===== config.mk =====
export PLATFORM = sky130hd
export DESIGN_NAME = lsu
export DESIGN_NICKNAME = d
export VERILOG_FILES = /design/src/rtl/lsu_pkg.sv /design/src/rtl/lsu_align.sv /design/src/rtl/lsu.sv
export SDC_FILE = /design/constraint.sdc
export NUM_CORES = 1
export LEC_CHECK = 0
export ABC_AREA = 1
export ABC_CLOCK_PERIOD_IN_PS = 1500
export BUFFER_PORTS_ARGS = -buffer_cell sky130_fd_sc_hd__buf_2
export CORE_MARGIN = 5
export CORE_UTILIZATION = 35
export DETAILED_ROUTE_END_ITERATION = 16
export PLACE_DENSITY_LB_ADDON = 0.12
export RECOVER_POWER = 25
export SETUP_SLACK_MARGIN = 0.15
export SYNTH_ARGS = -nofsm -noshare
export SYNTH_HDL_FRONTEND = slang
export SYNTH_SLANG_ARGS = --single-unit

===== constraint.sdc =====
create_clock -name clk -period 1.5 [get_ports clk]
set_input_delay 0.15 -clock clk [delete_from_list [all_inputs] [get_ports clk]]
set_output_delay 0.15 -clock clk [all_outputs]
set_load 0.05 [all_outputs]

===== src/rtl/lsu_pkg.sv =====
// Shared encodings for the load/store unit: access sizes, FSM states and
// byte-enable constants, plus the alignment rule used on accept.
package lsu_pkg;

  typedef enum logic [1:0] {
    SzByte = 2'b00,
    SzHalf = 2'b01,
    SzWord = 2'b10,
    SzIll  = 2'b11
  } mem_size_e;

  typedef enum logic [1:0] {
    StIdle  = 2'b00,
    StReq   = 2'b01,
    StWaitR = 2'b10
  } lsu_state_e;

  localparam logic [3:0] BeByte = 4'b0001;
  localparam logic [3:0] BeHalf = 4'b0011;
  localparam logic [3:0] BeWord = 4'b1111;

  // Illegal size encoding is reported as misaligned so it never reaches the bus.
  function automatic logic is_misaligned(logic [1:0] size, logic [1:0] off);
    case (mem_size_e'(size))
      SzByte:  return 1'b0;
      SzHalf:  return off[0];
      SzWord:  return off != 2'b00;
      default: return 1'b1;
    endcase
  endfunction

endpackage


===== src/rtl/lsu_align.sv =====
// Combinational lane steering: byte enables, store replication and load
// extract/extend.
module lsu_align
  import lsu_pkg::*;
(
  input  logic [1:0]  size_i,
  input  logic [1:0]  off_i,
  input  logic        sext_i,
  input  logic [31:0] wdata_i,
  input  logic [31:0] rdata_i,
  output logic [3:0]  be_o,
  output logic [31:0] wdata_o,
  output logic [31:0] rd_o
);

  logic [31:0] shifted;

  always_comb begin
    shifted = rdata_i >> {off_i, 3'b000};
    be_o    = BeWord;
    wdata_o = wdata_i;
    rd_o    = shifted;
    case (mem_size_e'(size_i))
      SzByte: begin
        be_o    = BeByte << off_i;
        wdata_o = {4{wdata_i[7:0]}};
        rd_o    = {{24{sext_i & shifted[7]}}, shifted[7:0]};
      end
      SzHalf: begin
        be_o    = BeHalf << off_i;
        wdata_o = {2{wdata_i[15:0]}};
        rd_o    = {{16{sext_i & shifted[15]}}, shifted[15:0]};
      end
      default: ;
    endcase
  end

endmodule


===== src/rtl/lsu.sv =====
// Load/store unit: accepts one request at a time from the execute stage and
// runs it as a single req/gnt(/rvalid) transaction on the data bus.
module lsu
  import lsu_pkg::*;
(
  input  logic        clk,
  input  logic        rst_n,
  input  logic        hs_ex4mem_val,
  output logic        hs_mem4ex_rdy,
  input  logic [31:0] i_mem_adr,
  input  logic [31:0] i_mem_d,
  input  logic        i_mem_ren,
  input  logic        i_mem_wen,
  input  logic [1:0]  i_mem_size,
  input  logic        i_mem_sext,
  input  logic [4:0]  i_rd_idx,
  output logic        o_bus_req,
  input  logic        i_bus_gnt,
  output logic [31:0] o_bus_adr,
  output logic        o_bus_we,
  output logic [3:0]  o_bus_be,
  output logic [31:0] o_bus_wdata,
  input  logic        i_bus_rvalid,
  input  logic [31:0] i_bus_rdata,
  output logic        o_rd_wen,
  output logic [4:0]  o_rd_idx,
  output logic [31:0] o_rd,
  output logic        o_misalign,
  output logic [31:0] o_misalign_adr
);

  lsu_state_e  state_q, state_d;
  logic [31:0] adr_q, d_q;
  logic [1:0]  size_q;
  logic        sext_q, we_q;
  logic [4:0]  rd_idx_q;
  logic [31:0] rd_q, misalign_adr_q;
  logic        rd_wen_q, misalign_q;
  logic [4:0]  rd_idx_out_q;

  logic        accept, access, mis, done;
  logic [3:0]  be;
  logic [31:0] wdata_rep, rd_data;

  lsu_align u_align (
    .size_i  (size_q),
    .off_i   (adr_q[1:0]),
    .sext_i  (sext_q),
    .wdata_i (d_q),
    .rdata_i (i_bus_rdata),
    .be_o    (be),
    .wdata_o (wdata_rep),
    .rd_o    (rd_data)
  );

  // Not ready while reset is held so nothing is accepted across reset release.
  assign hs_mem4ex_rdy = (state_q == StIdle) & rst_n;

  always_comb begin
    accept  = hs_ex4mem_val & hs_mem4ex_rdy;
    access  = accept & (i_mem_ren | i_mem_wen);
    mis     = access & is_misaligned(i_mem_size, i_mem_adr[1:0]);
    done    = (state_q == StWaitR) & i_bus_rvalid;
    state_d = state_q;
    unique case (state_q)
      StIdle:  if (access && !mis) state_d = StReq;
      StReq:   if (i_bus_gnt) state_d = we_q ? StIdle : StWaitR;
      StWaitR: if (i_bus_rvalid) state_d = StIdle;
      default: state_d = StIdle;
    endcase
  end

  always_comb begin
    o_bus_req   = (state_q == StReq);
    o_bus_adr   = '0;
    o_bus_we    = 1'b0;
    o_bus_be    = '0;
    o_bus_wdata = '0;
    if (o_bus_req) begin
      o_bus_adr   = {adr_q[31:2], 2'b00};
      o_bus_we    = we_q;
      o_bus_be    = be;
      o_bus_wdata = wdata_rep;
    end
  end

  always_ff @(posedge clk) begin
    if (!rst_n) begin
      state_q        <= StIdle;
      adr_q          <= '0;
      d_q            <= '0;
      size_q         <= '0;
      sext_q         <= 1'b0;
      we_q           <= 1'b0;
      rd_idx_q       <= '0;
      rd_q           <= '0;
      rd_wen_q       <= 1'b0;
      rd_idx_out_q   <= '0;
      misalign_q     <= 1'b0;
      misalign_adr_q <= '0;
    end else begin
      state_q <= state_d;
      if (accept) begin
        adr_q    <= i_mem_adr;
        d_q      <= i_mem_d;
        size_q   <= i_mem_size;
        sext_q   <= i_mem_sext;
        we_q     <= i_mem_wen;
        rd_idx_q <= i_rd_idx;
      end
      misalign_q     <= mis;
      misalign_adr_q <= mis ? i_mem_adr : '0;
      // x0 loads still touch the bus but never write back.
      rd_wen_q       <= done & (rd_idx_q != 5'd0);
      if (done) begin
        rd_q         <= rd_data;
        rd_idx_out_q <= rd_idx_q;
      end
    end
  end

  assign o_rd_wen       = rd_wen_q;
  assign o_rd_idx       = rd_idx_out_q;
  assign o_rd           = rd_q;
  assign o_misalign     = misalign_q;
  assign o_misalign_adr = misalign_adr_q;

endmodule


; ---- Word level (Yosys, flattened, before mapping)
; Cells that the tools add are included.
[totals]
ff_bits = 146
inputBits = 111
out_inout_bits = 142
wordCells = 54
[op_classes]
n_eq_ne = 8
shift = 3
n_mux = 13
bitwise = 9
reduce_logical = 9
[op_table]
columns = operator, n
row1 = $pmux W32 S2, 2
row2 = $mux W32, 2
row3 = $shr A32 B5 Y32, 1
row4 = $and A1 B1 Y1, 8
row5 = $mux W2, 4
row6 = $pmux W4 S2, 1
row7 = $eq A2 B1 Y1 const B, 3
row8 = $logic_not A2 Y1, 3
row9 = $pmux W2 S3, 1
row10 = $reduce_bool A5 Y1, 1
row11 = $eq A2 B2 Y1 const B, 2
row12 = $mux W4, 1
row13 = $ne A2 B1 Y1 const B, 2
row14 = $shl A1 B2 Y4 const A, 1
row15 = $shl A2 B2 Y4 const A, 1
row16 = $pmux W1 S3, 1
row17 = $reduce_and A3 Y1, 1
row18 = $ne A2 B2 Y1 const B, 1
row19 = $reduce_and A2 Y1, 1
row20 = $reduce_bool A2 Y1, 1
row21 = $logic_and A1 B1 Y1, 1
row22 = $logic_not A1 Y1, 1
row23 = $mux W1, 1
row24 = $or A1 B1 Y1, 1

; ---- Longest topological paths before layout
; Gate-level depths: netlist of the first run.
[logic_depth]
ltp_word = 9
mapped_depth = 9
mapped_depth_nobuf = 7

; ---- Modules after synthesis
; Synthesis of the first run repeated with hierarchy kept, for this count alone.
[unflattened]
cells_unflattened = 973
hier_area_um2 = 6721.4
[by_module_without_submodules]
columns = mod, n_inst, cells_each, area_each_um2, seq_area_each_um2
row1 = lsu, 1, 721, 5495.3, 2922.8
row2 = lsu_align, 1, 252, 1226.2, 0.0

; ---- Worst setup path before layout of the first run
; OpenSTA, ideal clock, no wires.
[synth_timing]
path_kind = reg-to-output
startpoint = reg size_q[0]
endpoint = out o_bus_wdata[15]
arrival_time_ps = 1914
t_required_ps = 1350
setup_slack_ps = -564
path_stages_with_launch = 6
path_buffers = 1
cell_sequence = dfxtp_1 > inv_2 > nand2_2 > buf_2 > o22ai_1 > nor3_1
[synth_between]
elab_chain_cells = 3
elab_cells_between_ends = 4
cone_classes = 1 x eq/ne / 2 x mux / 1 x reduce/logical
[synth_lines]
columns = element, line
row1 = start: declaration, lsu.sv:34  ; logic [1:0] size_q;
row2 = start signal: assignment, lsu.sv:106  ; size_q <= i_mem_size;
row3 = $eq A2 B1 Y1 / $logic_not A2 Y1 (equally long branches), lsu_align.sv:23  ; case (mem_size_e'(size_i))
row4 = $pmux W32 S2 *, lsu_align.sv:23
row5 = $mux W32 *, lsu.sv:79  ; if (o_bus_req) begin
row6 = end: declaration, lsu.sv:22  ; output logic [31:0] o_bus_wdata,
; Mark *: on every way between the ends. The rest lies on a longest branch, timed or not.

; ---- Worst setup path in the final report of the first run
[layout_timing]
startpoint = reg state_q[0]
endpoint = out o_bus_wdata[29]
[layout_between]
elab_chain_cells = 2
[layout_lines]
columns = element, line
row1 = start: declaration, lsu.sv:32  ; lsu_state_e state_q, state_d;
row2 = start signal: assignment, lsu.sv:89  ; state_q <= StIdle;
row3 = start signal: assignment, lsu.sv:102  ; state_q <= state_d;
row4 = $eq A2 B1 Y1, lsu.sv:74  ; o_bus_req = (state_q == StReq);
row5 = $mux W32, lsu.sv:79
; No other way between the ends.

==> results of run 1 <==
[per-stage QoR]
step / area, um^2 / power, W / cells / util / setup TNS [ns]
final: 11400 / 0.0107 / 1470 / 0.636 / -14.80
after global routing: 11400 / 0.0112 / 1469 / 0.636 / -18.93
after CTS: 10700 / 0.0106 / 1447 / 0.597 / -14.42
after detailed placement: 8530 / 0.00572 / 1347 / 0.476 / 0
after global placement: 8530 / 0.00571 / 1347 / 0.476 / 0
after floorplan: 7000 / 0.00526 / 896 / - / 0
[cell families after synthesis]
logic type / Yosys count / synth area share
other: 1 / 0.000591
and+or+nand+nor: 389 / 0.263
AOI/OAI and AO/OA: 176 / 0.153
DFF: 146 / 0.461
buffers and inverters: 183 / 0.122
[final timing paths]
kind          startpoint         endpoint  slack, ns
max           state_q[0]  o_bus_wdata[29]      -0.29
min          i_rd_idx[4]      rd_idx_q[4]      0.009
max reg2reg   state_q[1]         o_rd[11]       0.04
min reg2reg  o_rd_idx[1]      o_rd_idx[1]       0.47
[worst min-delay path, stage by stage]
cell and delay (ns):
buf_2 0.08, o21ai_1 0.06, a21oi_1 0.10
[Yosys cell counts]
cell type	instances	area share
nand2_1	153	0.091
dfxtp_1	146	0.46
inv_1	117	0.069
nor2_1	109	0.065
nand3_1	105	0.083
o21ai_0	79	0.062
a21oi_1	52	0.041
o21a_1	31	0.037
buf_2	26	0.021
clkbuf_1	23	0.014
o22ai_1	8	0.0079
or2_2	7	0.0069
buf_4	5	0.0059
buf_6	5	0.0089
inv_2	4	0.0024
nor3_1	4	0.0032
o21ai_1	4	0.0032
nand2_2	3	0.0030
nand3_2	3	0.0047
buf_1	2	0.0012
a211oi_1	1	0.0012
a31oi_1	1	0.00099
clkinv_1	1	0.00059
conb_1	1	0.00059
nand2_4	1	0.0018
nand3b_1	1	0.0012
nand4_2	1	0.0020
nor2_2	1	0.00099
or2_1	1	0.00099
[flip-flops by register name (all words and copies together), names as in the netlist]
name and flops:
adr_q 32, d_q 32, o_misalign_adr 32, o_rd 32, o_rd_idx 5, rd_idx_q 5
size_q 2, state_q 2, o_misalign 1, o_rd_wen 1, sext_q 1, we_q 1
[area by class of cell]
cell class	count	area share
diodes	2	0.000440
clock buffers	17	0.0374
clock inverters	14	0.0180
inverters	122	0.0444
multi-input cells	568	0.319
flip-flops and latches	146	0.258
well taps	229	0.0252
repair buffers	372	0.297
[routing by layer]
metal  vias up  share of wire  wire [um]
li1       3511              -          -
met1      3241           0.42      10200
met2       268           0.48      11700
met3        31          0.086       2090
met4         4          0.015        372
met5         -         0.0011         27
[report_power, final]
part | total (W) | leakage, nW | internal [W] | switching, W
clock | 0.00459 | 0.306 | 0.00281 | 0.00177
sequential | 0.00420 | 1.20 | 0.00407 | 0.000131
combinational | 0.00196 | 3.65 | 0.000766 | 0.00120
total | 0.0107 | 5.15 | 0.00764 | 0.00310
[repair_timing]
action	in CTS	in global routing
endpoints found under the hold margin	77	0
resized for setup	219	118
hold buffers	58	0
pin swaps	4	48
buffers inserted	6	9
setup endpoints to repair	123	170
cloned	5	13
==> flow_summary_export.csv, run 1 <==
group,metric,value,unit
status,outcome,"finished, violations left",
status,violations,"setup timing",
floorplanning,rows,49,
timing,setup_slack,-0.289,ns
critical_path,critPathMaxStageDelay,0.34,ns
grt,grt_antenna_before_repair,3,
timing,maxSlewViolCount,0,
worst_hold_path,hold_depth,3,
final_layout,multi_input_area,3630,um^2
power,irDropWorstVdd,0.000802,V
detailed_routing,vias,7055,
floorplanning,die_w,145,um
floorplanning,die_height,145,um
timing,tightest_slew,0.608,ns
floorplanning,ios,253,
clock_network,cts_tree,"done",
critical_path,path_delay_family,"buffers and inverters",
timing,max_freq,0.559,GHz
timing,period_needed,1.79,ns
critical_path,cp.required,1.35,ns
critical_path,crit_cells,7,
detailed_routing,drc_errors,0,
critical_path,crit_fanout,9,
timing,final-hold-violation-count,0,
grt,grt_first_pass_wirelength,34800,um
clock_network,clkSlewWorstSetupHoldPaths,0.06,ns
final_layout,final_cell_mix,"143 x nand2_1, 140 x dfxtp_1, 127 x buf_2",
final_layout,drive_above_1_share,0.395,
grt,gr-total-overflow,0,
detailed_routing,antenna_left,0,
placement,place_ws,0.0642,ns
timing,rsz0062_at_grt,"yes",
yosys,syn_area,6340,um^2
grt,first_global_vias,6557,
grt,grt_usage,0.211,
final_layout,syn2layout_area_growth,79.6,%
grt,grt_max_degree,100,
grt,use_met2,0.345,
clock_network,clock_sinks,146,
placement,dpl.hpwl,15300,um
clock_network,clkLatencyLatePin,0.42,ns
critical_path,worst_setup_path_start_kind,"register",
final_layout,seq_area,2940,um^2
timing,slew_headroom,0.596,
clock_network,clock-root-buffer,"clkbuf_16",
final_layout,layout_commonest_cell,"nand2_1",
final_layout,layout.nets,1338,
grt,busiest_layer,"met2",
grt,grt_use_met3,0.0678,
detailed_routing,post_drt_wl_per_cell,16.6,um
placement,port_buffers,250,
yosys,syn-instance-count,895,
flow_run,max-cap-violations,0,
clock_network,cts_max_level,4,
critical_path,crit_arrival,1.64,ns
final_layout,nFillCells,1555,
critical_path,critPathKind,"reg -> out",
floorplanning,core,17900,um^2
yosys,ys_warn_count,0,
yosys,ys_seq_area_frac,0.461,
power,powerDensity,944,nW/um^2
floorplanning,dieArea,20900,um^2
detailed_routing,firstDrtPassIters,5,
critical_path,reg2regPathDepth,8,
placement,routabilityCongestion,0.825,
yosys,ys_ff_latch,146,
clock_network,numCtsBuffers,17,
timing,finalSetupViolations,69,
floorplanning,start_util,0.354,
critical_path,crit_buf_inv,4,
yosys,synth.avg_cell_area,7.08,um^2
timing,post-route-period-util,1.19,
detailed_routing,wirelength,24400,um
critical_path,slowest_stage,"dfxtp_2",
critical_path,endpoint_kind,"primary output",
clock_network,cts_max_path_buffers,2,
timing,clock_skew,0.00706,ns
grt,grt.met1_usage,0.272,
worst_hold_path,hold_class,"in -> reg",
detailed_routing,drt_iter0_drc,440,
critical_path,crit_chain,"inv_2, nor2_4, buf_12, buf_12, o21ai_2, nor2_4, buf_6",
detailed_routing,drt-vias-per-instance,4.80,
power,power.leakage,5.15,nW
yosys,ys_types,29,
timing,hold_ws,0.00924,ns
No activity file was read; power rests on OpenSTA's default activity.
==> inputs of run 2 (changes only) <==
--- a/config.mk
+++ b/config.mk
@@ -6,7 +6,7 @@
 export NUM_CORES = 1
 export LEC_CHECK = 0
 export ABC_AREA = 1
-export ABC_CLOCK_PERIOD_IN_PS = 1500
+export ABC_CLOCK_PERIOD_IN_PS = 2100
 export BUFFER_PORTS_ARGS = -buffer_cell sky130_fd_sc_hd__buf_2
 export CORE_MARGIN = 5
 export CORE_UTILIZATION = 35
==> constraint.sdc (replaced) <==
create_clock -name clk -period 2.1 [get_ports clk]
set_input_delay 0.21 -clock clk [delete_from_list [all_inputs] [get_ports clk]]
set_output_delay 0.21 -clock clk [all_outputs]
set_load 0.05 [all_outputs]
==> run 2 against run 1 <==
  * The run now ends clean
  * Critical endpoint is now o_bus_wdata[14]
  * Sequential share of layout area grew 7.0 points
  * Sequential power shrank 29%
  * Non-clock buffer count shrank 62
  * Power shrank 35%
==> flow_summary_export.csv, run 2 (synthesis results as in run 1) <==
group,metric,value,unit
power,irDropWorstVdd,0.000567,V
clock_network,cts_max_level,4,
flow_run,max-cap-violations,0,
final_layout,syn2layout_area_growth,40.7,%
detailed_routing,drt_iter0_drc,265,
clock_network,clkLatencyLatePin,0.42,ns
final_layout,layout.nets,1275,
clock_network,numCtsBuffers,17,
critical_path,endpoint_kind,"primary output",
floorplanning,start_util,0.354,
clock_network,cts_max_path_buffers,2,
floorplanning,die_w,145,um
floorplanning,dieArea,20900,um^2
final_layout,drive_above_1_share,0.248,
timing,final-hold-violation-count,0,
timing,post-route-period-util,0.933,
detailed_routing,vias,6581,
grt,grt_usage,0.198,
timing,tightest_slew,0.694,ns
grt,gr-total-overflow,0,
critical_path,crit_arrival,1.75,ns
timing,max_freq,0.510,GHz
detailed_routing,firstDrtPassIters,5,
timing,maxSlewViolCount,0,
power,power.leakage,4.42,nW
grt,grt_first_pass_wirelength,32600,um
floorplanning,rows,49,
final_layout,nFillCells,1915,
critical_path,crit_fanout,5,
critical_path,critPathKind,"reg -> out",
detailed_routing,drc_errors,0,
grt,grt_antenna_before_repair,2,
clock_network,clock-root-buffer,"clkbuf_16",
final_layout,seq_area,2930,um^2
clock_network,cts_tree,"done",
detailed_routing,post_drt_wl_per_cell,15.0,um
detailed_routing,wirelength,21000,um
placement,dpl.hpwl,15000,um
detailed_routing,antenna_left,0,
grt,grt_max_degree,60,
critical_path,worst_setup_path_start_kind,"register",
status,outcome,"finished, final reports clean",
final_layout,layout_commonest_cell,"buf_2",
placement,routabilityCongestion,0.880,
timing,finalSetupViolations,0,
clock_network,clkSlewWorstSetupHoldPaths,0.06,ns
final_layout,final_cell_mix,"175 x buf_2, 153 x nand2_1, 143 x dfxtp_1",
floorplanning,core,17900,um^2
floorplanning,die_height,145,um
clock_network,clock_sinks,146,
floorplanning,ios,253,
timing,slew_headroom,0.539,
worst_hold_path,hold_depth,3,
placement,dp.cells,1330,
worst_hold_path,hold_class,"in -> reg",
timing,hold_ws,0.0182,ns
critical_path,reg2regPathDepth,7,
timing,clock_skew,0.0111,ns
placement,port_buffers,250,
final_layout,multi_input_area,2720,um^2
timing,period_needed,1.96,ns
timing,rsz0062_at_grt,"yes",
critical_path,cp.required,1.89,ns
final_layout,stdcell_count,1405,
power,powerDensity,788,nW/um^2
grt,first_global_vias,6332,
final_layout,n_antenna_cell,0,
detailed_routing,drt-vias-per-instance,4.68,
## run 2: cell count changes in the layout (fill, tap and decap cells not counted), moves of 20 or more
cell / change
buf_6: -43
dlygate4sd3_1: -20
clkbuf_2: -26
o21ai_0: +23
clkbuf_1: +24
buf_8: -32
nor2_4: -55
buf_2: +48
nor2_1: +61
a21oi_1: +22
## run 2: timing repair
item / in CTS / in global routing
endpoints found under the setup margin: 67 / 23
cloned: 0 / 2
endpoints found under the hold margin: 38 / 0
hold buffers: 38 / 0
buffers inserted: 2 / 2
gates resized for setup: 30 / 51
pin swaps: 2 / 5
## run 2: per-layer routing
layer	vias up	wire length (um)	global-route usage
li1	3367	-	-
met1	2947	9220	0.250
met2	230	9420	0.317
met3	33	1970	0.0751
met4	4	385	0.0560
met5	-	25	0
## run 2: worst paths after layout
| path | startpoint | end | slack, ns |
|---|---|---|---|
| hold reg to reg | d_q[17] | d_q[17] | 0.46 |
| hold / removal | i_mem_adr[21] | o_misalign_adr[21] | 0.02 |
| setup / recovery | state_q[1] | o_bus_wdata[14] | 0.14 |
| setup reg to reg | adr_q[0] | o_rd[9] | 0.49 |
## run 2: worst max-delay path, stage by stage (launching register included)
cell	delay (ns)
dfxtp_1	0.37
nor2_4	0.21
buf_12	0.15
buf_12	0.11
o21ai_1	0.09
nor2_1	0.21
buf_6	0.20
## run 2: area by class of cell
| type | count | share of cell area |
|---|---|---|
| sequential | 146 | 0.328 |
| multi-input combinational | 567 | 0.304 |
| timing repair buffer | 310 | 0.216 |
| clock buffer | 21 | 0.0527 |
| inverter | 122 | 0.0526 |
| tap | 229 | 0.0321 |
| clock inverter | 10 | 0.0139 |
## run 2: per-stage QoR
step / util / setup slack [ns] / area (um^2) / total power [W] / TNS, ns
final: 0.498 / 0.141 / 8920 / 0.00703 / 0
after floorplan: - / -0.0243 / 6370 / 0.00363 / -0.0485
after detailed placement: 0.432 / 0.263 / 7740 / 0.00392 / 0
after global placement: 0.432 / 0.252 / 7740 / 0.00392 / 0
after CTS: 0.492 / 0.165 / 8810 / 0.00710 / 0
after global routing: 0.498 / 0.0703 / 8920 / 0.00736 / 0
## run 2: report_power, final
part	switching (W)	total (W)	internal, W
clock	0.00122	0.00307	0.00185
combinational	0.000643	0.000978	0.000334
sequential	0.0000741	0.00298	0.00291
